File: src/rtl/mux_scan_ctrl_if.sv
// Purpose : groups the scan controller's request, leaf-mux drive and result signals.
// Latency : n/a (signal bundle only).
// Backpressure: none; start is a level request accepted only while the controller is idle.
//
// Signals:
//   start, abort  requester -> controller
//   bus_in        shared leaf-mux output line -> controller
//   en[3:0], s    controller -> leaf muxes (one-hot leaf enable, shared select)
//   data, busy, done  controller -> requester
interface mux_scan_ctrl_if;
  logic        start;
  logic        abort;
  logic        bus_in;
  logic [3:0]  en;
  logic [1:0]  s;
  logic [15:0] data;
  logic        busy;
  logic        done;

  modport master (
    output start, abort, bus_in,
    input  en, s, data, busy, done
  );

  modport slave (
    input  start, abort, bus_in,
    output en, s, data, busy, done
  );
endinterface

File: src/rtl/mux_scan_ctrl.sv
// Purpose : scans 16 channels through four 4:1 leaf muxes onto one shared line.
// Latency : done and data update 16*(SETTLE+1) edges after the start-sampling edge.
// Backpressure: start is ignored (not queued) while busy or in DONE; abort cancels a scan.
//
// Ports:
//   clk    rising-edge clock
//   rst_n  asynchronous active-low reset
//   bus    mux_scan_ctrl_if.slave: start/abort/bus_in in; en/s/data/busy/done out
module mux_scan_ctrl #(
  parameter int unsigned SETTLE = 1
) (
  input  logic            clk,
  input  logic            rst_n,
  mux_scan_ctrl_if.slave  bus
);

  typedef enum logic [1:0] {
    IDLE   = 2'd0,
    DRIVE  = 2'd1,
    SAMPLE = 2'd2,
    DONE   = 2'd3
  } state_t;

  localparam logic [3:0] SETTLE_LAST = 4'(SETTLE - 1);

  state_t      state_q, state_d;
  logic [3:0]  idx_q, idx_d;
  logic [3:0]  cnt_q, cnt_d;
  logic [3:0]  en_q, en_d;
  logic [1:0]  s_q, s_d;
  logic [15:0] data_q, data_d;
  logic [15:0] shadow_q, shadow_d;

  // Leaf wiring: within a leaf, channel 0..3 sits on select 10, 11, 01, 00.
  function automatic logic [1:0] sel_enc(input logic [1:0] ch);
    logic [1:0] r;
    r = 2'b00;
    case (ch)
      2'd0: r = 2'b10;
      2'd1: r = 2'b11;
      2'd2: r = 2'b01;
      2'd3: r = 2'b00;
      default: r = 2'b00;
    endcase
    return r;
  endfunction

  always_comb begin
    state_d  = state_q;
    idx_d    = idx_q;
    cnt_d    = cnt_q;
    data_d   = data_q;
    shadow_d = shadow_q;
    en_d     = 4'b0000;
    s_d      = 2'b00;

    case (state_q)
      IDLE: begin
        // start together with abort is treated as no request.
        if (bus.start && !bus.abort) begin
          state_d = DRIVE;
          idx_d   = 4'd0;
          cnt_d   = 4'd0;
        end
      end
      DRIVE: begin
        if (bus.abort) begin
          state_d = IDLE;
        end else begin
          cnt_d = cnt_q + 4'd1;
          if (cnt_q == SETTLE_LAST) begin
            state_d = SAMPLE;
          end
        end
      end
      SAMPLE: begin
        // Abort wins over the final sample so data is never half-updated.
        if (bus.abort) begin
          state_d = IDLE;
        end else begin
          shadow_d[idx_q] = bus.bus_in;
          if (idx_q == 4'd15) begin
            state_d = DONE;
            // Publish including the bit captured on this same edge.
            data_d  = shadow_d;
          end else begin
            idx_d   = idx_q + 4'd1;
            cnt_d   = 4'd0;
            state_d = DRIVE;
          end
        end
      end
      DONE: begin
        state_d = IDLE;
      end
      default: begin
        state_d = IDLE;
      end
    endcase

    // Drive outputs are registered from the next state so they change on
    // the same edge the channel changes and then hold steady.
    if (state_d == DRIVE || state_d == SAMPLE) begin
      en_d = 4'b0001 << idx_d[3:2];
      s_d  = sel_enc(idx_d[1:0]);
    end
  end

  always_ff @(posedge clk or negedge rst_n) begin
    if (!rst_n) begin
      state_q  <= IDLE;
      idx_q    <= 4'd0;
      cnt_q    <= 4'd0;
      en_q     <= 4'b0000;
      s_q      <= 2'b00;
      data_q   <= 16'h0000;
      shadow_q <= 16'h0000;
    end else begin
      state_q  <= state_d;
      idx_q    <= idx_d;
      cnt_q    <= cnt_d;
      en_q     <= en_d;
      s_q      <= s_d;
      data_q   <= data_d;
      shadow_q <= shadow_d;
    end
  end

  assign bus.en   = en_q;
  assign bus.s    = s_q;
  assign bus.data = data_q;
  assign bus.busy = (state_q == DRIVE) || (state_q == SAMPLE);
  assign bus.done = (state_q == DONE);

endmodule

File: src/flat_wrapper.sv
// flat-port wrapper written by rule: the top's interface ports become plain ports
module mux_scan_ctrl_flat 
#(
  parameter int unsigned SETTLE = 1
)
  (clk, rst_n, bus_start, bus_abort, bus_bus_in, bus_en, bus_s, bus_data, bus_busy, bus_done);
  mux_scan_ctrl_if bus_i ();
  input  logic clk;
  input  logic rst_n;
  input wire logic [$bits(bus_i.start)-1:0] bus_start;
  input wire logic [$bits(bus_i.abort)-1:0] bus_abort;
  input wire logic [$bits(bus_i.bus_in)-1:0] bus_bus_in;
  output wire logic [$bits(bus_i.en)-1:0] bus_en;
  output wire logic [$bits(bus_i.s)-1:0] bus_s;
  output wire logic [$bits(bus_i.data)-1:0] bus_data;
  output wire logic [$bits(bus_i.busy)-1:0] bus_busy;
  output wire logic [$bits(bus_i.done)-1:0] bus_done;
  assign bus_i.start = bus_start;
  assign bus_i.abort = bus_abort;
  assign bus_i.bus_in = bus_bus_in;
  assign bus_en = bus_i.en;
  assign bus_s = bus_i.s;
  assign bus_data = bus_i.data;
  assign bus_busy = bus_i.busy;
  assign bus_done = bus_i.done;
  mux_scan_ctrl #(.SETTLE(SETTLE)) u_core (.clk(clk), .rst_n(rst_n), .bus(bus_i));
endmodule
File: config.mk
export PLATFORM = sky130hd
export DESIGN_NAME = mux_scan_ctrl_flat
export DESIGN_NICKNAME = d
export VERILOG_FILES = /design/src/rtl/mux_scan_ctrl_if.sv /design/src/rtl/mux_scan_ctrl.sv /design/src/flat_wrapper.sv
export SDC_FILE = /design/constraint.sdc
export NUM_CORES = 1
export LEC_CHECK = 0
export BUFFER_PORTS_ARGS = -buffer_cell sky130_fd_sc_hd__buf_2
export CORE_UTILIZATION = 45
export DETAILED_ROUTE_END_ITERATION = 7
export PLACE_DENSITY = 0.67
export SETUP_SLACK_MARGIN = 0.05
export SLEW_MARGIN = 0
export SYNTH_ARGS = -nofsm -noshare
export SYNTH_HDL_FRONTEND = slang
export SYNTH_SLANG_ARGS = --single-unit
File: constraint.sdc
create_clock -name clk -period 2.4 [get_ports clk]
set_input_delay 0 -clock clk [delete_from_list [all_inputs] [get_ports clk]]
set_output_delay 0 -clock clk [all_outputs]
set_load 0.01 [all_outputs]
# --- Yosys cells after proc, flatten, opt, wreduce, memory -nomap -nowiden ---
# Index checks and enable logic that the tools add are counted.
word_totals:
  ff_bits: 48
  in_bits: 5
  output_inout_bits: 24
  word_cells: 59
op_classes:
  n_addsub: 2
  order_cmp: 2
  eq_ne: 13
  n_shift: 1
  n_mux: 21
  bitwise_logic: 1
  n_reduce_logical: 12
op_table:
  columns: ["cell", "count"]
  rows:
  - ["2-to-1 mux 4 bit", 8]
  - ["bitwise mux 16 bit", 1]
  - ["case mux 2 bit (4 select lines)", 2]
  - ["2-to-1 mux 2 bit", 6]
  - ["case mux 4 bit (3 select lines)", 1]
  - ["equality test 2 bit (second input constant)", 5]
  - ["adder 4 x 1 -> 4 bit (second input constant)", 2]
  - ["case mux 4 bit (2 select lines)", 1]
  - ["equality test 2 x 1 -> 1 bit (second input constant)", 3]
  - ["inequality test 2 bit (second input constant)", 3]
  - ["< comparator 4 x 5 -> 1 bit (second input constant)", 1]
  - ["AND reduction 5 bit", 1]
  - ["demux 1 bit (select 4 bit)", 1]
  - ["equality test 4 bit (second input constant)", 1]
  - ["greater-or-equal comparator 4 x 1 -> 1 bit (second input constant)", 1]
  - ["zero test 2 bit", 2]
  - ["zero test 4 bit", 1]
  - ["left shift 1 x 2 -> 4 bit (first input constant)", 1]
  - ["AND reduction 3 bit", 1]
  - ["nonzero test 3 bit", 1]
  - ["logical AND 1 bit", 2]
  - ["logical OR 1 bit", 2]
  - ["inequality test 2 x 1 -> 1 bit (second input constant)", 1]
  - ["AND reduction 2 bit", 1]
  - ["other kinds (3)", 3]

# --- Logic depth before layout (Yosys ltp) ---
# Gate-level depths: netlist of the first run.
depth:
  word_depth: 7
  depth_mapped: 11
  mapped_depth_nobuf: 10

# --- Worst setup path after synthesis of the first run ---
# OpenSTA, ideal clock, no wires.
synth_timing:
  path_type: "register -> register"
  from: "register u_core.state_q[1]"
  to: "register u_core.s_q[0], in the netlist u_core.bus.s[0]"
  setup_ns: 0.072
  arrival_ns: 1.784
  required_time_ns: 2.328
  path_slack_ns: 0.544
  path_stages_with_launch: 10
  n_path_buf: 1
  synth_period_minus_slack_ns: 1.856
  path_cell_list: "dfrtp_1 > inv_1 > ha_1 > buf_6 > nand2b_1 > and2_2 > o21ai_0 > o21ai_0 > ha_1 > nor2_1"
synth_via:
  word_cells_on_any_way: 18
  classes_between: "8 x eq/ne; 7 x mux; 3 x reduce/logical"
synth_rtl:
  columns: ["item", "line", "source"]
  rows:
  - ["start, declared", "mux_scan_ctrl.sv:26", "state_t state_q, state_d;"]
  - ["start signal, assigned", "mux_scan_ctrl.sv:119", "state_q <= state_d;"]
  - ["equality test 2 bit / zero test 2 bit (equally long branches)", "mux_scan_ctrl.sv:57", "case (state_q)"]
  - ["case mux 4 bit (2 select lines) (*)", "mux_scan_ctrl.sv:57", null]
  - ["via u_core.idx_d[0]", "mux_scan_ctrl.sv:27", "logic [3:0] idx_q, idx_d;"]
  - ["equality test 2 bit (tied with other cells)", "mux_scan_ctrl.sv:38", "case (ch)"]
  - ["case mux 2 bit (4 select lines) (*)", "mux_scan_ctrl.sv:38", null]
  - ["2-to-1 mux 2 bit (*)", "mux_scan_ctrl.sv:103", "if (state_d == DRIVE || state_d == SAMPLE) begin"]
  - ["via u_core.s_d[0]", "mux_scan_ctrl.sv:30", "logic [1:0] s_q, s_d;"]
  - ["end signal, assigned", "mux_scan_ctrl.sv:115", "s_q <= 2'b00;"]
  - ["end signal, assigned", "mux_scan_ctrl.sv:123", "s_q <= s_d;"]
  - ["end, declared", "mux_scan_ctrl.sv:30", null]
# The timed path passes the listed nets; every way through them passes the cells marked *.
# A chain may end at the register's enable or synchronous reset.

# --- Worst setup path in the final report of the first run ---
layout_timing:
  from: "register u_core.state_q[0]"
  to: "register u_core.s_q[1], in the netlist u_core.bus.s[1]"
# The elaborated chain is that of the path after synthesis.

==> results of run 1 <==
-- per-stage QoR --
step | power [mW] | std cells
floorplan | 1.62 | 207
global placement | 1.79 | 297
detailed placement | 1.81 | 297
CTS | 2.37 | 305
global route | 2.52 | 305
finish | 2.33 | 305
-- flip-flops by register name, summed over array words and instances (netlist names) --
| register | flops |
|---|---|
| u_core.bus.en | 4 |
| u_core.idx_q | 4 |
| u_core.bus.data | 16 |
| u_core.bus.s | 2 |
| u_core.state_q | 2 |
| u_core.cnt_q | 4 |
| u_core.shadow_q | 15 |
-- synth_stat cells (2+ instances only) --
cell	count
a21oi_1	6
buf_2	4
buf_6	4
dfrtp_1	47
ha_1	12
inv_1	10
mux2_2	27
mux2i_1	3
nand2_1	29
nand2b_1	2
nand3_1	5
nand3b_1	3
nor2_1	10
nor3_1	4
nor4b_4	2
o21ai_0	11
or3_1	2
-- final timing paths --
check / end / slack, ps / depth (start not counted)
setup / recovery: u_core.bus.s[1] / 360 / 9
hold / removal: u_core.bus.data[15] / 100 / 3
setup reg to reg: u_core.bus.s[1] / 360 / 9
hold reg to reg: u_core.bus.data[15] / 480 / 2
max in group asynchronous: u_core.bus.data[11] / 1370 / 2
min in group asynchronous: u_core.bus.data[5] / 420 / 2
-- layer usage --
| layer | wire length (µm) | vias to the layer above | global-route usage |
|---|---|---|---|
| met5 | 0 | - | 0 |
| met4 | 52 | 0 | 0.0566 |
| met3 | 117 | 5 | 0.0402 |
| met2 | 1930 | 24 | 0.305 |
| met1 | 1880 | 742 | 0.187 |
| li1 | - | 762 | - |
-- power groups by stage --
stage	Sequential [mW]	Clock, mW	Combinational, mW
final	0.969	0.548	0.816
after global routing	0.987	0.605	0.925
after global placement	0.985	0	0.803
after detailed placement	0.986	0	0.826
after CTS	0.971	0.568	0.827
after floorplan	0.975	0	0.649
-- cell type report --
type	count	area [µm²]	share of cell area
Timing Repair Buffer	31	165	0.0615
Clock inverter	1	30.0	0.0112
Inverter	11	41.3	0.0154
Tap cell	70	87.6	0.0326
Multi-Input combinational cell	139	1110	0.414
Clock buffer	6	72.6	0.0270
Sequential cell	47	1180	0.438
-- logic make-up (layout without fill, tap and decap cells) --
logic type / count (synthesis) / count (layout)
AND/OR/NAND/NOR: 67 / 67
flip-flops: 47 / 47
multiplexers: 30 / 30
AO/OA/AOI/OAI: 29 / 29
buffers and inverters: 21 / 49
adder cells (fa/ha/maj): 12 / 12
XOR/XNOR: 1 / 1
-- worst reg2reg max path, delay by kind of cell, from the launching register on --
family,cells,cell delay (ps)
buffers and inverters,1,110
and+or+nand+nor,4,540
AOI/OAI and AO/OA,2,320
DFF,1,410
adders and majority gates,2,560
-- repair_timing --
item                                    4_1_cts  5_1_grt
endpoints found under the setup margin        0        2
hold buffers                                  1        0
hold endpoints to repair                     47        0
gates resized for setup                       0        1
==> flow_metrics.py, run 1 <==
metrics = {
    "clock_tree": {
        "postCtsSetupBuffers": 0,
        "cts_tree": "built",
        "clock_latency_ps": 290,
        "htreeDepth": 2,
        "cts.clk_slew.worst_paths_ps": 80,
        "cts_buffers": 5,
        "cts_max_path_buffers": 2,
        "root_buffer": "clkbuf_8",
        "cts.sinks": 47,
    },
    "worst_setup_path": {
        "endpoint_kind": "flip-flop",
        "r2r_start": "u_core.state_q[0]",
        "path_max_fanout": 8,
        "cp_top_family": "adder cells",
        "cp.required_ps": 2590,
        "path_class": "reg -> reg",
        "path_cells": "inv_1 -> ha_1 -> nand2b_1 -> and2_2 -> o21ai_0 -> o21ai_0 -> ha_1 -> nor2_1 -> nor2_1",
        "start_kind": "flip-flop",
        "cp_slowest_stage_delay_ps": 410,
        "timing.critical_path.from": "u_core.state_q[0]",
        "cp.buffers_inverters": 1,
        "slowest_stage": "dfrtp_1",
        "crit_arrival_ps": 2230,
    },
    "yosys": {
        "yosysTopAreaCellShare": 0.490,
        "syn_inst": 207,
        "syn_area_mm2": 0.00240,
        "synth_compound_area_frac": 0.0881,
        "yosys.area_share.simple": 0.169,
        "synthXorXnorAreaFrac": 0.00365,
        "muxShareOfSynthArea": 0.139,
        "synth-async-reset-ratio": 1.00,
        "synth_edf_count": 0,
        "synth-adder-area-share": 0.0626,
        "ys_ff_latch": 47,
        "ys_types": 43,
        "synth.area.top_cells": "dfrtp_1 49%, mux2_2 13%, ha_1 6.3%",
        "avgSynthCellArea_um2": 11.6,
        "synth_flop_cell": "dfrtp_1",
        "yosysTopAreaCell": "dfrtp_1",
        "ys_seq_area_frac": 0.490,
        "ys_warn_count": 0,
        "synth_top_family_by_area": "simple AND/OR/NAND/NOR gates",
        "syn_nets": 224,
    },
    "floorplan": {
        "io_pins": 29,
        "die_x_um": 75.0,
        "core_mm2": 0.00511,
        "die_h_um": 75.0,
        "rows": 26,
        "fp.dieArea_mm2": 0.00563,
        "start_util": 0.470,
    },
    "detailed_routing": {
        "via_per_inst": 5.03,
        "drc_errors": 0,
        "first_pass_iters": 4,
        "routed_wl_mm": 3.99,
        "drtIter0Drc": 65,
        "routedWlPerCell_um": 13.1,
        "drtAntennaViolNets": 0,
        "vias": 1533,
    },
    "grt": {
        "grt_pass1_wl_mm": 6.96,
        "grt_pass1_vias": 1555,
        "grt_antenna_before_repair": 0,
        "grt-ovfl-total": 0,
        "grt_max_degree": 48,
        "track_usage": 0.166,
    },
    "power_and_ir_drop": {
        "seq_power_share": 0.415,
        "peakVddDrop_v": 0.000383,
        "clkPwrFrac": 0.235,
        "combPwrFrac": 0.350,
        "leakage_nw": 1.34,
        "internal-power_mw": 1.55,
        "swShare": 0.337,
        "power.density_mw_per_mm2": 869,
        "power.switching_mw": 0.787,
    },
    "timing": {
        "rsz0062_at_grt": "false",
        "fin_setup_tns_ps": 0,
        "max_slew_margin": 0.337,
        "finalWorstSetupSlack_ps": 364,
        "finClkSkew_ps": 6.91,
        "min_period_over_period": 0.848,
        "slew_violations": 0,
        "hold_slack_ps": 96.6,
        "finalSetupViolations": 0,
        "min_period_ps": 2040,
        "timing.fmax_mhz": 491,
        "finalHoldViolCount": 0,
        "worstMarginPinSlew_ps": 995,
    },
    "worst_hold_path": {
        "worstHoldStart": "bus_bus_in",
        "hp-class": "in -> reg",
    },
    "layout": {
        "diodes": 0,
        "fillCellCount": 472,
        "nNetsFinal": 252,
        "layout_commonest_cell": "dfrtp_1",
        "fin_util": 0.526,
        "area_growth_pct": 11.9,
        "drive_above_1_share": 0.349,
        "mostFrequentLayoutCells": "47 x dfrtp_1, 29 x nand2_1, 28 x buf_2",
        "fin_area_mm2": 0.00269,
    },
    "run": {
        "drv_cap": 0,
    },
    "placement": {
        "io_buffers": 28,
        "globalplace.congestion": 0.790,
        "post-place-ws_ps": 252,
        "placed_cell_area_mm2": 0.00257,
        "dpl.hpwl_mm": 2.88,
    },
    "run_status": {
        "status": "finished, final reports clean",
    },
}
Power figures use the tool's default switching activity.
==> run 2, diff against run 1 <==
Settings changed: ABC_AREA from default to 1.
Clock period 2.4 ns to 1.9 ns, I/O delays scaled along.
==> run 2 against run 1 <==
Register-to-register slack got worse by 190 ps. Largest cell class unchanged. Worst setup slack worse by 190 ps. Total power rose by 17%. Hold slack better by 2.4 ps. Non-clock buffer count rose by 8. Global-route usage grew 1.7 points. Cell count is 24% higher. Sequential power increased by 25%. Clock power grew 5.5%. Combinational power up 15%. Maximum frequency is 18% higher. Largest power group unchanged. Synthesized cell count up 31%.
==> flow_metrics.py, run 2 <==
metrics = {
    "run_status": {
        "status": "finished, final reports clean",
    },
    "worst_hold_path": {
        "worstHoldStart": "bus_abort",
        "hold_path_end": "u_core.state_q[0]",
        "hold_depth": 4,
        "hp-class": "in -> reg",
    },
    "worst_setup_path": {
        "reg2reg_slack_ps": 170,
        "cp.buffers_inverters": 3,
        "cp_top_family": "flip-flops",
        "start_kind": "flip-flop",
        "path_cells": "inv_2 -> ha_2 -> inv_1 -> a21oi_4 -> nor2_2 -> nand2_1 -> nand2_1 -> o21ai_2 -> inv_1 -> ha_1 -> nor2_1 -> nor2_1",
        "slowest_stage": "dfrtp_1",
        "path_class": "reg -> reg",
        "rr_endpoint": "u_core.bus.s[1]",
        "cp.required_ps": 2100,
        "path_max_fanout": 4,
        "r2r_start": "u_core.state_q[0]",
        "r2r_cells": 12,
        "cp_slowest_stage_delay_ps": 430,
        "crit_arrival_ps": 1930,
        "endpoint_kind": "flip-flop",
    },
    "floorplan": {
        "die_h_um": 73.7,
        "core_mm2": 0.00485,
        "die_x_um": 73.7,
        "fp.dieArea_mm2": 0.00543,
        "io_pins": 29,
        "rows": 25,
        "start_util": 0.477,
    },
    "grt": {
        "track_usage": 0.183,
        "grt_max_degree": 31,
        "grt-ovfl-total": 0,
        "grt_pass1_vias": 1728,
        "grt_antenna_before_repair": 0,
        "grt_pass1_wl_mm": 7.51,
    },
    "placement": {
        "globalplace.congestion": 0.820,
        "io_buffers": 28,
        "dp.cells": 366,
        "dpl.hpwl_mm": 3.15,
        "placed_cell_area_mm2": 0.00256,
    },
    "yosys": {
        "synth.area.top_cells": "dfrtp_1 51%, nand2_1 11%, o21ai_0 6.7%",
        "yosysTopAreaCellShare": 0.508,
        "syn_nets": 289,
        "ys_seq_area_frac": 0.508,
        "synth_flop_cell": "dfrtp_1",
        "synth_most_common_cell": "nand2_1",
        "synth-async-reset-ratio": 1.00,
        "synth_commonest_cells": "68 x nand2_1, 47 x dfrtp_1, 34 x nor2_1",
        "syn_area_mm2": 0.00231,
        "synth_edf_count": 0,
        "yosysTopAreaCell": "dfrtp_1",
        "avgSynthCellArea_um2": 8.51,
        "ys_ff_latch": 47,
        "ys_warn_count": 0,
        "ys_types": 25,
        "syn_inst": 272,
    },
    "layout": {
        "layout_commonest_cell": "nand2_1",
        "area_growth_pct": 16.6,
        "mostFrequentLayoutCells": "68 x nand2_1, 47 x dfrtp_1, 32 x nor2_1",
        "nNetsFinal": 327,
        "largest_reg_flops": 16,
        "multi_input_area_mm2": 0.00104,
        "fin_area_mm2": 0.00270,
        "stdcell_count": 378,
        "ff_latch_area_mm2": 0.00118,
        "diodes": 0,
        "fillCellCount": 478,
        "drive_above_1_share": 0.235,
    },
    "detailed_routing": {
        "vias": 1849,
        "first_pass_iters": 4,
        "routedWlPerCell_um": 11.6,
        "drc_errors": 0,
        "via_per_inst": 4.89,
        "drtIter0Drc": 102,
        "drtAntennaViolNets": 0,
        "routed_wl_mm": 4.38,
    },
    "clock_tree": {
        "cts.sinks": 47,
        "htreeDepth": 2,
        "cts_buffers": 5,
        "root_buffer": "clkbuf_8",
        "cts.clk_slew.worst_paths_ps": 80,
        "clock_latency_ps": 300,
        "cts_max_path_buffers": 2,
        "cts_tree": "built",
    },
    "timing": {
        "worstMarginPinSlew_ps": 547,
        "min_period_ps": 1730,
        "min_period_over_period": 0.911,
        "slew_violations": 0,
        "timing.fmax_mhz": 578,
        "fin_setup_tns_ps": 0,
        "finClkSkew_ps": 6.33,
        "max_slew_margin": 0.636,
        "rsz0062_at_grt": "false",
        "finalSetupViolations": 0,
        "finalHoldViolCount": 0,
    },
    "power_and_ir_drop": {
        "peakVddDrop_v": 0.000595,
        "total_power_mw": 2.73,
        "leakage_nw": 1.37,
        "power.density_mw_per_mm2": 1010,
    },
    "run": {
        "drv_cap": 0,
    },
}
[run 2: cells by family after synthesis]
| group | after synthesis | share of synthesized area |
|---|---|---|
| buffers and inverters | 28 | 0.0508 |
| AND/OR/NAND/NOR | 129 | 0.246 |
| AO/OA/AOI/OAI | 54 | 0.123 |
| flip-flops | 47 | 0.508 |
| adder cells (fa/ha/maj) | 12 | 0.0649 |
| XOR/XNOR | 2 | 0.00757 |
[run 2: routing by layer]
metal,up-vias,track usage,routed length [µm]
met1,858,0.233,2150
met5,-,0,0
met2,33,0.300,2020
met3,7,0.0288,129
met4,0,0.0940,82
li1,951,-,-
[run 2: worst max path at each step]
stage,startpoint,endpoint,slack [ps],cells after the start
after floorplan,u_core.state_q[0],u_core.bus.s[0],180,8
after global placement,u_core.state_q[0],u_core.bus.s[0],140,9
after detailed placement,u_core.state_q[0],u_core.bus.s[0],50,9
after CTS,u_core.state_q[0],u_core.bus.s[1],120,12
after global routing,u_core.state_q[1],u_core.bus.s[1],20,12
final,u_core.state_q[0],u_core.bus.s[1],170,12
[run 2: power by group]
part	switching, mW	total [mW]	internal (mW)
Clock	0.319	0.578	0.259
Combinational	0.595	0.942	0.347
Sequential	0.0921	1.21	1.12
Total	1.01	2.73	1.73
[run 2: metrics by stage]
step	util	worst slack (ps)	hold slack [ps]
final	0.556	169	99.0
after CTS	0.549	122	60.5
after detailed placement	0.529	48.2	18.1
after global routing	0.556	24.4	123
after global placement	0.529	144	12.6
after floorplan	-	185	-296
[run 2: cell type report]
cell class,count,area share
Multi-Input combinational cell,197,0.385
Sequential cell,47,0.436
Tap cell,67,0.0311
Inverter,20,0.0292
Timing Repair Buffer,39,0.0881
Clock buffer,7,0.0283
Clock inverter,1,0.00186
[run 2: worst min-delay path, cell delays in order]
cell and delay, ps:
buf_2 100, nor2_1 70, nand3_1 80, nand2_1 90
[run 2: timing repair]
item | in CTS | in global routing
setup endpoints to repair | 1 | 7
setup buffers | 0 | 3
hold buffers | 1 | 0
gates resized for setup | 1 | 6
pin swaps | 0 | 2
endpoints found under the hold margin | 22 | 0
